## src/rtl/seg7_pkg.sv

```systemverilog
// Shared types, mode codes and hex-to-segment map for the 7-segment scan controller.
package seg7_pkg;

    typedef enum logic [1:0] {
        ST_IDLE  = 2'd0,
        ST_BLANK = 2'd1,
        ST_ON    = 2'd2
    } scan_state_e;

    localparam logic [1:0] MODE_A     = 2'd0;
    localparam logic [1:0] MODE_B     = 2'd1;
    localparam logic [1:0] MODE_SPLIT = 2'd2;
    localparam logic [1:0] MODE_ALT   = 2'd3;

    localparam int unsigned NUM_DIGITS = 8;

    // Active-low segments {g,f,e,d,c,b,a} for one hex nibble
    function automatic logic [6:0] hex2seg(input logic [3:0] nib);
        logic [6:0] seg;
        case (nib)
            4'h0: seg = 7'h40;
            4'h1: seg = 7'h79;
            4'h2: seg = 7'h24;
            4'h3: seg = 7'h30;
            4'h4: seg = 7'h19;
            4'h5: seg = 7'h12;
            4'h6: seg = 7'h02;
            4'h7: seg = 7'h78;
            4'h8: seg = 7'h00;
            4'h9: seg = 7'h10;
            4'hA: seg = 7'h08;
            4'hB: seg = 7'h03;
            4'hC: seg = 7'h46;
            4'hD: seg = 7'h21;
            4'hE: seg = 7'h06;
            default: seg = 7'h0E;
        endcase
        return seg;
    endfunction

endpackage

```

## src/rtl/seg7_hex_decode.sv

```systemverilog
// Combinational nibble to active-low segment decoder.
module seg7_hex_decode
    import seg7_pkg::*;
(
    input  logic [3:0] nibble,
    output logic [6:0] seg_c
);

    assign seg_c = hex2seg(nibble);

endmodule

```

## src/rtl/seg7_scan_ctrl.sv

```systemverilog
// Eight-digit multiplexed 7-segment scanner with per-frame source snapshot,
// blanking guard between digits, leading-zero suppression and A/B alternation.
module seg7_scan_ctrl
    import seg7_pkg::*;
#(
    parameter int unsigned ON_CYCLES    = 100000,
    parameter int unsigned BLANK_CYCLES = 500,
    parameter int unsigned ALT_FRAMES   = 64
) (
    input  logic        clk,
    input  logic        rstn,
    input  logic        i_en,
    input  logic [1:0]  i_mode,
    input  logic        i_lzb,
    input  logic [31:0] i_val_a,
    input  logic [31:0] i_val_b,
    input  logic [7:0]  i_dp,
    output logic [7:0]  o_an,
    output logic [6:0]  o_seg,
    output logic        o_dp,
    output logic        o_frame
);

    localparam int unsigned DWELL_MAX = (ON_CYCLES > BLANK_CYCLES) ? ON_CYCLES : BLANK_CYCLES;
    localparam int unsigned CNT_W     = $clog2(DWELL_MAX + 1);
    localparam int unsigned FCNT_W    = $clog2(ALT_FRAMES + 1);

    localparam logic [CNT_W-1:0]  ON_LAST    = CNT_W'(ON_CYCLES - 1);
    localparam logic [CNT_W-1:0]  BLANK_LAST = CNT_W'(BLANK_CYCLES - 1);
    localparam logic [FCNT_W-1:0] ALT_LAST   = FCNT_W'(ALT_FRAMES - 1);
    localparam logic [2:0]        LAST_IDX   = 3'(NUM_DIGITS - 1);

    scan_state_e        state;
    logic [2:0]         idx;
    logic [CNT_W-1:0]   cnt;
    logic [FCNT_W-1:0]  fcnt;
    logic               alt_b;
    logic [1:0]         mode_q;
    logic [63:0]        snap;

    logic [31:0]        word_c;
    logic [31:0]        upper_c;
    logic [3:0]         nibble_c;
    logic [6:0]         dig_seg_c;
    logic               blank_c;

    // Word currently on display, chosen from the frame snapshot
    always_comb begin
        word_c = snap[31:0];
        case (mode_q)
            MODE_B:     word_c = snap[63:32];
            MODE_SPLIT: word_c = {snap[47:32], snap[15:0]};
            MODE_ALT:   word_c = alt_b ? snap[63:32] : snap[31:0];
            default:    word_c = snap[31:0];
        endcase
    end

    // A digit is a leading zero when it and everything above it is zero
    always_comb begin
        upper_c  = word_c >> {idx, 2'b00};
        nibble_c = upper_c[3:0];
        blank_c  = i_lzb && (idx != 3'd0) && (upper_c == 32'd0);
    end

    seg7_hex_decode u_hex_decode (
        .nibble (nibble_c),
        .seg_c  (dig_seg_c)
    );

    always_ff @(posedge clk or negedge rstn) begin
        if (!rstn) begin
            state   <= ST_IDLE;
            idx     <= 3'd0;
            cnt     <= '0;
            fcnt    <= '0;
            alt_b   <= 1'b0;
            mode_q  <= MODE_A;
            snap    <= 64'd0;
            o_an    <= 8'hFF;
            o_seg   <= 7'h7F;
            o_dp    <= 1'b1;
            o_frame <= 1'b0;
        end else if (!i_en) begin
            state   <= ST_IDLE;
            idx     <= 3'd0;
            cnt     <= '0;
            fcnt    <= '0;
            alt_b   <= 1'b0;
            o_an    <= 8'hFF;
            o_seg   <= 7'h7F;
            o_dp    <= 1'b1;
            o_frame <= 1'b0;
        end else begin
            o_an    <= 8'hFF;
            o_seg   <= 7'h7F;
            o_dp    <= 1'b1;
            o_frame <= 1'b0;
            case (state)
                ST_IDLE: begin
                    snap   <= {i_val_b, i_val_a};
                    mode_q <= i_mode;
                    idx    <= 3'd0;
                    cnt    <= '0;
                    state  <= ST_BLANK;
                end
                ST_BLANK: begin
                    if (cnt == BLANK_LAST) begin
                        cnt   <= '0;
                        state <= ST_ON;
                    end else begin
                        cnt <= cnt + CNT_W'(1);
                    end
                end
                ST_ON: begin
                    o_an  <= ~(8'd1 << idx);
                    o_seg <= blank_c ? 7'h7F : dig_seg_c;
                    o_dp  <= ~i_dp[idx];
                    if (cnt == ON_LAST) begin
                        cnt   <= '0;
                        state <= ST_BLANK;
                        if (idx == LAST_IDX) begin
                            // Frame boundary: new snapshot, mode and alternation step
                            o_frame <= 1'b1;
                            idx     <= 3'd0;
                            snap    <= {i_val_b, i_val_a};
                            mode_q  <= i_mode;
                            if (i_mode != MODE_ALT) begin
                                fcnt  <= '0;
                                alt_b <= 1'b0;
                            end else if (mode_q == MODE_ALT) begin
                                if (fcnt == ALT_LAST) begin
                                    fcnt  <= '0;
                                    alt_b <= ~alt_b;
                                end else begin
                                    fcnt <= fcnt + FCNT_W'(1);
                                end
                            end
                        end else begin
                            idx <= idx + 3'd1;
                        end
                    end else begin
                        cnt <= cnt + CNT_W'(1);
                    end
                end
                default: state <= ST_IDLE;
            endcase
        end
    end

endmodule

```

## config.mk

```make
export PLATFORM = sky130hd
export DESIGN_NAME = seg7_scan_ctrl
export DESIGN_NICKNAME = d
export VERILOG_FILES = /design/src/rtl/seg7_pkg.sv /design/src/rtl/seg7_hex_decode.sv /design/src/rtl/seg7_scan_ctrl.sv
export SDC_FILE = /design/constraint.sdc
export NUM_CORES = 1
export LEC_CHECK = 0
export CORE_MARGIN = 2
export CORE_UTILIZATION = 45
export CTS_CLUSTER_SIZE = 14
export DETAILED_ROUTE_END_ITERATION = 16
export PLACE_DENSITY = 0.71
export RECOVER_POWER = 25
export SYNTH_ARGS = -nofsm -noshare
export SYNTH_HDL_FRONTEND = slang
export SYNTH_SLANG_ARGS = --single-unit
```

## constraint.sdc

```tcl
create_clock -name clk -period 7.1 [get_ports clk]
set_clock_uncertainty 0.15 [all_clocks]
set_input_delay 1.775 -clock clk [delete_from_list [all_inputs] [get_ports clk]]
set_output_delay 1.775 -clock clk [all_outputs]
set_load 0.01 [all_outputs]
```

Word-level counts from Yosys, hierarchy flattened. Memories as Yosys holds them, arrays and structs flattened. Index checks and enable logic that the tools add are counted.

Add/sub/neg operators: 3. Magnitude comparators: 1. Equal/unequal tests: 21. Shift operators: 2. Multiplexer cells: 47. Bitwise operators: 3. Reductions and logical operators: 11.

Operators with widths (number): 64-bit two-way mux (2); 64-bit one-hot mux with 2 select lines (1); 32-bit one-hot mux with 3 select lines (1); 7-bit two-way mux (10); 17-bit two-way mux (3); 17-bit one-hot mux with 3 select lines (1); 32-bit logical NOT (1); 32-bit two-way mux (1); 32-bit by 5-bit >> shifter with 32-bit output (1); 17-bit by 1-bit adder with 17-bit output (second input constant) (1); 17-bit == test (second input constant) (1); 17-bit by 9-bit == test with 1-bit output (second input constant) (1); 8-bit two-way mux (2); 1-bit two-way mux (14); 2-bit two-way mux (5); 3-bit two-way mux (3); 3-bit by 1-bit != test with 1-bit output (second input constant) (3); 8-bit inverter (1); 4-bit AND reduction (2); 1-bit by 3-bit left shift with 8-bit output (first input constant) (1); 7-bit by 1-bit adder with 7-bit output (second input constant) (1); 7-bit by 6-bit == test with 1-bit output (second input constant) (1); 2-bit == test (second input constant) (3); 2-bit by 1-bit != test with 1-bit output (second input constant) (3); 18 further kinds (25).

Flip-flop bits (word level): 113. Bits in read-only memories: 112. Output and inout port bits: 17. Memories: 1.

Memory list: (no name shown) (words 16, width 7, rd ports 1, clocked after memory_dff 0, wr ports 0, RTL line seg7_pkg.sv:20) `case (nib)`.

Longest topological paths before layout. Gate-level depths: netlist (run 1).

Word-level depth: 8. Depth in mapped cells: 16. Depth with buffers taken out: 12.

Modules after synthesis. A second synthesis (run 1) with hierarchy kept.

Cells, all modules: 607. Area total of the unflattened synthesis: 6237.2 sq um.

Modules (own cells, without submodules): seg7_scan_ctrl (times used 1, cells each 575, area an instance 5962.0 sq um, sequential area each 2847.7 sq um); seg7_hex_decode (times used 1, cells each 32, area an instance 275.3 sq um, sequential area each 0.0 sq um).

Worst setup path before layout (run 1). No wires, ideal clock.

Path type: register to register. From: register mode_q[1]. To: register o_seg[3]. Setup time: 0.092 ns. Arrival time: 3.033 ns. Data required time: 6.858 ns. Slack: 3.825 ns. Cell stages (with the launch flop): 13. Buffers on the path: 3. Clock period less this slack: 3.275 ns. Cell sequence: dfrtp_1 -> buf_4 -> buf_6 -> buf_6 -> mux2_1 -> nand2_1 -> o21ai_1 -> mux4_2 -> o2bb2ai_1 -> inv_1 -> ha_1 -> mux4_2 -> o21bai_1.

Word-level cells in the longest chain between the ends: 8.

Ends and longest elaborated chain: from (decl) (RTL line seg7_scan_ctrl.sv:38) `logic [1:0] mode_q;`; from (signal assigned) (RTL line seg7_scan_ctrl.sv:101) `mode_q <= i_mode;`; from (signal assigned) (RTL line seg7_scan_ctrl.sv:126) `mode_q <= i_mode;`; 2-bit == test or 2-bit by 1-bit == test with 1-bit output (tied branches) (RTL line seg7_scan_ctrl.sv:50) `case (mode_q)`; 32-bit one-hot mux with 3 select lines (*) (RTL line seg7_scan_ctrl.sv:50); 32-bit by 5-bit >> shifter with 32-bit output (*) (RTL line seg7_scan_ctrl.sv:60) `upper_c = word_c >> {idx, 2'b00};`; parallel branches: the longest is 2 deep, another holds memory 16 x 7 bit; 7-bit two-way mux (*) (RTL line seg7_scan_ctrl.sv:116) `o_seg <= blank_c ? 7'h7F : dig_seg_c;`; 7-bit two-way mux (*) (RTL line seg7_scan_ctrl.sv:98) `case (state)`; 7-bit two-way mux (*) (RTL line seg7_scan_ctrl.sv:83) `end else if (!i_en) begin`; to (signal assigned) (RTL line seg7_scan_ctrl.sv:116); to (decl) (RTL line seg7_scan_ctrl.sv:19) `output logic [6:0] o_seg,`.

Mark *: on every way between the ends. A chain may end at the register's enable or synchronous reset.

Worst setup path after layout (run 1).
From: input i_en. To: register snap[4].

Word-level cells in the longest chain between the ends: 1.

Ends and longest elaborated chain: from (decl) (RTL line seg7_scan_ctrl.sv:12) `input logic i_en,`; 4-bit AND reduction (no line); to (signal assigned) (RTL line seg7_scan_ctrl.sv:100) `snap <= {i_val_b, i_val_a};`; to (signal assigned) (RTL line seg7_scan_ctrl.sv:125) `snap <= {i_val_b, i_val_a};`; to (decl) (RTL line seg7_scan_ctrl.sv:39) `logic [63:0] snap;`.

No other way between the ends.

==> results of run 1 <==
## final timing paths
check,from,end,slack (ns),cells after the start
worst max-delay path,i_en,snap[4],2.27,6
worst min-delay path,snap[63],snap[63],0.36,1
worst max register to register,mode_q[1],o_seg[3],2.53,9
worst min register to register,snap[63],snap[63],0.36,1
max in group asynchronous,rstn,fcnt[0],2.64,2
min in group asynchronous,rstn,snap[63],2.20,1
## state kept, by name, indices dropped and copies added, names as in the netlist
register / flops
snap: 64
alt_b: 1
state: 2
idx: 3
fcnt: 7
cnt: 17
o_dp: 1
mode_q: 2
o_frame: 1
o_seg: 7
o_an: 8
## cell type report
cell class	count	area share (%)
tap	180	2.86
sequential	113	36.1
clock inverter	14	1.40
multi-input combinational	402	41.2
inverter	14	0.666
clock buffer	18	5.57
timing repair buffer	98	12.2
## cell families after synthesis
family | after synthesis | synth area share [%]
AO/OA/AOI/OAI | 103 | 10.2
multiplexers | 118 | 23.3
XOR/XNOR | 5 | 0.693
flip-flops | 113 | 45.0
adder cells (fa/ha/maj) | 18 | 3.56
buffers and inverters | 43 | 3.72
AND/OR/NAND/NOR | 158 | 13.4
## through the flow
step | hold slack [ns] | cell area, µm² | utilization [%] | cells | setup WS, ns
3_5_place_dp | 0.349 | 7340 | 53.1 | 807 | 2.48
2_1_floorplan | 0.317 | 6320 | - | 558 | 3.82
5_1_grt | 0.374 | 7890 | 57.0 | 839 | 1.91
4_1_cts | 0.361 | 7890 | 57.1 | 839 | 2.56
6_report | 0.360 | 7890 | 57.0 | 839 | 2.27
3_3_place_gp | 0.340 | 7340 | 53.1 | 807 | 2.51
## where the power goes
part / switching, mW / internal [mW]
Sequential: 0.234 / 0.868
Clock: 0.322 / 0.458
Combinational: 0.637 / 0.693
## Yosys cell counts, drive strengths merged, types with 3 or more instances
library cell / n
nor3: 4
or3b: 3
mux2: 79
ha: 18
nor4: 9
a21oi: 12
inv: 13
or4: 7
buf: 18
dfrtp: 97
mux4: 14
clkbuf: 11
nand3: 19
o2111ai: 4
o31ai: 4
xnor2: 3
dfstp: 16
nand4: 11
nand2b: 7
and3: 10
or3: 3
and2: 3
nor2b: 5
nand2: 44
nor3b: 3
mux2i: 25
o211ai: 3
nor2: 25
o41ai: 5
o21ai: 60
## metal layers
layer | GRT usage (%) | vias to the layer above
li1 | - | 2251
met3 | 5.20 | 29
met1 | 28.5 | 2339
met5 | 0 | -
met4 | 7.04 | 0
met2 | 34.1 | 165
## layout by cell type, fill, tap and decap left out, types with 3 or more instances in the layout
cell type,instances
sky130_fd_sc_hd__ha_1,18
sky130_fd_sc_hd__and3_1,10
sky130_fd_sc_hd__dfrtp_1,97
sky130_fd_sc_hd__nand3_1,19
sky130_fd_sc_hd__o21ai_1,10
sky130_fd_sc_hd__nor3b_1,3
sky130_fd_sc_hd__buf_4,3
sky130_fd_sc_hd__o21ai_0,50
sky130_fd_sc_hd__clkdlybuf4s50_1,92
sky130_fd_sc_hd__mux2_2,78
sky130_fd_sc_hd__inv_6,3
sky130_fd_sc_hd__mux4_2,12
sky130_fd_sc_hd__nor2_1,25
sky130_fd_sc_hd__xnor2_1,3
sky130_fd_sc_hd__and2_1,3
sky130_fd_sc_hd__nor2b_1,5
sky130_fd_sc_hd__nand4_1,10
sky130_fd_sc_hd__o31ai_1,4
sky130_fd_sc_hd__o41ai_1,5
sky130_fd_sc_hd__clkbuf_16,17
sky130_fd_sc_hd__nor3_1,4
sky130_fd_sc_hd__o2111ai_1,4
sky130_fd_sc_hd__a21oi_1,10
sky130_fd_sc_hd__nand2_1,43
sky130_fd_sc_hd__or3_1,3
sky130_fd_sc_hd__clkinv_4,5
sky130_fd_sc_hd__mux2i_1,24
sky130_fd_sc_hd__inv_1,11
sky130_fd_sc_hd__clkinvlp_4,4
sky130_fd_sc_hd__dfstp_2,16
sky130_fd_sc_hd__or4_1,7
sky130_fd_sc_hd__nand2b_1,7
sky130_fd_sc_hd__nor4_1,8
==> results.ini, run 1 <==
[run_status]
outcome=complete, but fails checks
failed_checks=capacitance limit, slew limit

[logic_synthesis]
syn-mean-instance-area_um2=11.3
synth.net_count=654
netlist.area_leader.share_pct=38.4
mapped_cells=558
synth_flop_cell=sky130_fd_sc_hd__dfrtp_1
synth_enable_flop_cells=0
yosys_register_bits=113
post-synth-top-area-cell=sky130_fd_sc_hd__dfrtp_1
netlist_area_mm2=0.00632
synth-seq-area-share_pct=45.0
async_flop_share_pct=100
ys.warnings.count=0
synth_cell_type_count=63
synth_top_cells_by_area=sky130_fd_sc_hd__dfrtp_1 38%, sky130_fd_sc_hd__mux2_2 14%, sky130_fd_sc_hd__dfstp_2 6.6%

[worst_setup_path]
cp_num_buf_inv=3
crit_path_start_kind=primary input
crit_path_cell_trace=dlygate4sd3_1, clkbuf_1, nand2_1, a21oi_4, buf_4, mux2_2
crit_family=buffers and inverters
critPathArrivalTime_ns=4.98
worst_setup_path_type=in2reg
worstPathMaxFanout=39
critical_path.slowest_cell=sky130_fd_sc_hd__a21oi_4
delay_of_the_slowest_cell_on_the_worst_path_ns=0.75
crit_required_ns=7.25
worstSetupEndpointType=flop

[min_path]
worst_hold_path_type=reg2reg

[layout]
multiInputGateArea_mm2=0.00325
drive_above_1_share_pct=23.7
area.sequential_mm2=0.00285
area_growth_from_synthesis_to_layout_pct=24.7
final_nets=742
layout.filler_cells=1136
insertedDiodeCount=0

[drt]
detailedRoute.firstPassIterationCount=5
via_per_inst=5.70
met1_length_mm=6.44
dr_total_vias=4784
detailedRoute.firstIterationViolations=429
wl_met3_um=854
met2_length_mm=7.29
route.detailed.drc=0
routed_len_inst_um=17.8
antenna_violating_nets_left=0
route.final.wire_length_mm=14.9
uppermost_layer_routed=met4

[placed_design]
place.port_buffers=94
hpwlAfterDp_mm=10.8
routabilityCongestion=0.912

[clock_network]
clockBufferDepth=2
cts_root_buffer=sky130_fd_sc_hd__clkbuf_16
clock_insertion_delay_worst_skew_ns=0.42
cts-buffers-inserted=17
post_cts_setup_buffer_count=0
clkSlewWorstSetupHoldPaths_ns=0.06
cts_tree=built
cts.sinks=113
htree_levels=4
cts-hold-fix-buffers=0
postCtsResizedCells=0

[die]
floorplan_die_width_um=123
design.die.area_mm2=0.0150
core_region_area_mm2=0.0138
initial_utilization_pct=45.7
std_cell_rows=43
io_pins=95
die_y_um=123

[sta]
rsz0062_at_grt=no
fin_tns_setup_ns=0
worst-slew-pin-transition_ns=3.02
final.min_clock_period_ns=4.83
report.final.slew_viol_count=58
finish_stage_setup_viols=0
timing.max_slew.rel_slack_pct=-101
fmax_mhz=207
layout_worst_path_cycle_share_pct=68.1
hold_viol=0

[global_route]
maximum_number_of_pins_on_one_net_before_global_route_repair=58
initial_antenna_violation_count=0
vias_in_the_first_global_route=4729
globalRoute.totalOverflow=0
grt.total_usage_pct=21.3
grt_first_pass_wirelength_mm=24.5

[run]
timing.max_cap.violations=1

[pwr]
total_power_mw=3.21
p_per_area_mw_per_mm2=407
ir_worst_vdd_uv=194
leakage_dissipation_nw=3.19

Note: power is estimated with default switching activity, not from simulation.
==> inputs of run 2 (changes only) <==
==> constraint.sdc (replaced) <==
create_clock -name clk -period 4.7 [get_ports clk]
set_clock_uncertainty 0.15 [all_clocks]
set_input_delay 1.175 -clock clk [delete_from_list [all_inputs] [get_ports clk]]
set_output_delay 1.175 -clock clk [all_outputs]
set_load 0.01 [all_outputs]
==> run 2 against run 1 <==
  * Die area did not move
  * Via count about the same
  * Largest power group unchanged
  * Cell area is 1.5% higher
  * Non-clock buffer count is 3 higher
  * First-iteration DRC count fell by 2.3%
  * Power grew 57%
  * Critical path depth grew 3
  * The flow still finishes with violations (capacitance limit, slew limit)
  * Flip-flop and latch count unchanged
  * Register-to-register slack worse by 1.5 ns
  * Worst setup slack worse by 1.3 ns
  * Utilization is 0.85 points higher
==> results.ini, run 2 (synthesis results as in run 1) <==
[run_status]
outcome=complete, but fails checks
failed_checks=capacitance limit, slew limit

[drt]
dr_total_vias=4781  ; -0.063%
via_per_inst=5.68  ; -0.42%
routed_len_inst_um=17.7  ; -0.26%
route.detailed.drc=0  ; unchanged
antenna_violating_nets_left=0  ; unchanged
detailedRoute.firstIterationViolations=419  ; -2.3%
detailedRoute.firstPassIterationCount=5  ; unchanged
route.final.wire_length_mm=14.9  ; +0.10%

[sta]
hold_viol=0  ; unchanged
worst-slew-pin-transition_ns=1.56  ; -1.45 ns
fin_tns_setup_ns=0  ; unchanged
report.final.slew_viol_count=63  ; +8.6%
fmax_mhz=269
hold_slack_ns=0.355  ; -0.00472 ns
final.min_clock_period_ns=3.71
finish_stage_setup_viols=0  ; unchanged
layout_worst_path_cycle_share_pct=79.0
rsz0062_at_grt=no
timing.max_slew.rel_slack_pct=-4.22  ; +97 points

[die]
floorplan_die_width_um=123  ; unchanged
design.die.area_mm2=0.0150  ; unchanged
initial_utilization_pct=45.7  ; unchanged
die_y_um=123  ; unchanged
core_region_area_mm2=0.0138  ; unchanged
io_pins=95  ; unchanged
std_cell_rows=43  ; unchanged

[worst_setup_path]
worstPathMaxFanout=26  ; -33%
worstReg2RegEnd=o_seg[3]
r2r.worst_path.cells=9  ; unchanged
reg2reg_from=mode_q[0]
timing.reg2reg.setup_slack_ns=0.99  ; -1.54 ns
worstSetupEndpointType=flop
critPathArrivalTime_ns=3.88  ; -1.10 ns
crit_required_ns=4.87  ; -2.38 ns
worst_setup_path_type=reg2reg
crit_path_start_kind=flop

[pwr]
p_per_area_mw_per_mm2=630  ; +55%
leakage_dissipation_nw=3.26  ; +2.2%
share_clk_of_total_power_pct=26.6  ; +2.3 points
part_of_the_total_power_dissipated_in_sequential_elements_pct=32.4  ; -1.9 points
switching_power_mw=1.77  ; +48%
power.switching_fraction_pct=35.0  ; -2.1 points
ir_worst_vdd_uv=292  ; +51%
comb_power_share_pct=41.0  ; -0.4 points
power_report.internal_total_mw=3.28  ; +62%

[global_route]
grt_first_pass_wirelength_mm=24.2  ; -1.2%
vias_in_the_first_global_route=4655  ; -1.6%
globalRoute.totalOverflow=0  ; unchanged
grt.total_usage_pct=21.3  ; about the same
maximum_number_of_pins_on_one_net_before_global_route_repair=63  ; +8.6%
initial_antenna_violation_count=0  ; unchanged

[clock_network]
post_cts_setup_buffer_count=0  ; unchanged
clock_insertion_delay_worst_skew_ns=0.41  ; about the same
cts-buffers-inserted=17  ; unchanged
cts-hold-fix-buffers=0  ; unchanged
cts_root_buffer=sky130_fd_sc_hd__clkbuf_16
postCtsResizedCells=0  ; unchanged
clkSlewWorstSetupHoldPaths_ns=0.06  ; about the same
cts_tree=built
clockBufferDepth=2  ; unchanged
htree_levels=4  ; unchanged
cts.sinks=113  ; unchanged

[min_path]
worst_hold_path_type=reg2reg
whs_path_depth=1  ; unchanged
hp-start=snap[56]
hold_end=snap[56]

[layout]
area_growth_from_synthesis_to_layout_pct=26.6
layout.cells.most_common=sky130_fd_sc_hd__dfrtp_1
insertedDiodeCount=0  ; unchanged
final_nets=745  ; +0.40%
reg_with_most_ffs=snap
top_regs=snap (64), cnt (17), o_an (8)
drive_above_1_share_pct=24.0  ; +0.35 points
most-common-layout-cells=97 x sky130_fd_sc_hd__dfrtp_1, 93 x sky130_fd_sc_hd__clkdlybuf4s50_1, 78 x sky130_fd_sc_hd__mux2_2
largest_register_ffs=64  ; unchanged

[run]
timing.max_cap.violations=1  ; unchanged

[placed_design]
routabilityCongestion=0.960  ; +5.2%
place.port_buffers=94  ; unchanged
hpwlAfterDp_mm=11.0  ; +1.2%

==> run 2: cell count changes in the layout (fill, tap and decap cells not counted), sizes merged, moves of 3 or more <==
cell and delta:
buf +4, clkbuf +5, clkinvlp -3, clkinv -3, bufinv +3, inv -3
==> run 2: power by group through the flow <==
stage / clock, mW / combinational (mW) / sequential (mW)
floorplan: 0 / 1.67 / 1.49
global placement: 0 / 1.97 / 1.64
detailed placement: 0 / 2.04 / 1.65
CTS: 1.36 / 2.05 / 1.64
global route: 1.41 / 2.25 / 1.68
finish: 1.34 / 2.07 / 1.64
==> run 2: cell type report <==
type,count,area (µm²)
repair buffers,101,1000
inverters,14,52.6
multi-input cells,402,3250
fillers,1118,5820
clock inverters,8,125
clock buffers,24,502
flip-flops and latches,113,2850
well taps,180,225
==> run 2: metrics by stage <==
step	setup slack [ns]	utilization, %	total power, mW	instances	cell area (µm²)
3_5_place_dp	0.832	53.4	3.69	810	7380
5_1_grt	0.694	57.9	5.34	842	8000
6_report	0.988	57.9	5.05	842	8000
3_3_place_gp	0.981	53.4	3.61	810	7380
2_1_floorplan	1.42	-	3.16	558	6320
4_1_cts	1.01	57.9	5.05	842	8010
==> run 2: metal layers <==
metal,part of all wire (%),track usage [%],routed length [µm],vias to the layer above
met2,50,34.9,7440,152
li1,-,-,-,2250
met1,44,27.9,6510,2357
met5,0,0,0,-
met4,2.1,7.83,316,0
met3,4.5,4.60,669,22
==> run 2: worst max-delay path by stage <==
stage                    from       end  slack [ns]  cells past startpoint
finish              mode_q[0]  o_seg[3]        0.99                      9
global route        mode_q[0]  o_seg[1]        0.69                     10
CTS                     alt_b  o_seg[3]        1.01                      9
detailed placement       i_en    cnt[5]        0.83                      3
global placement         i_en  snap[58]        0.98                      5
floorplan           mode_q[1]  o_seg[3]        1.42                     12
==> run 2: critical path, cell delays in order (launching register included) <==
cell and delay (ns):
sky130_fd_sc_hd__dfrtp_1 0.72, sky130_fd_sc_hd__inv_2 0.32, sky130_fd_sc_hd__nand2_1 0.15, sky130_fd_sc_hd__o21ai_0 0.14, sky130_fd_sc_hd__mux4_2 0.51, sky130_fd_sc_hd__o2bb2ai_1 0.52, sky130_fd_sc_hd__inv_1 0.15, sky130_fd_sc_hd__ha_1 0.31
sky130_fd_sc_hd__mux4_2 0.47, sky130_fd_sc_hd__o21bai_1 0.17
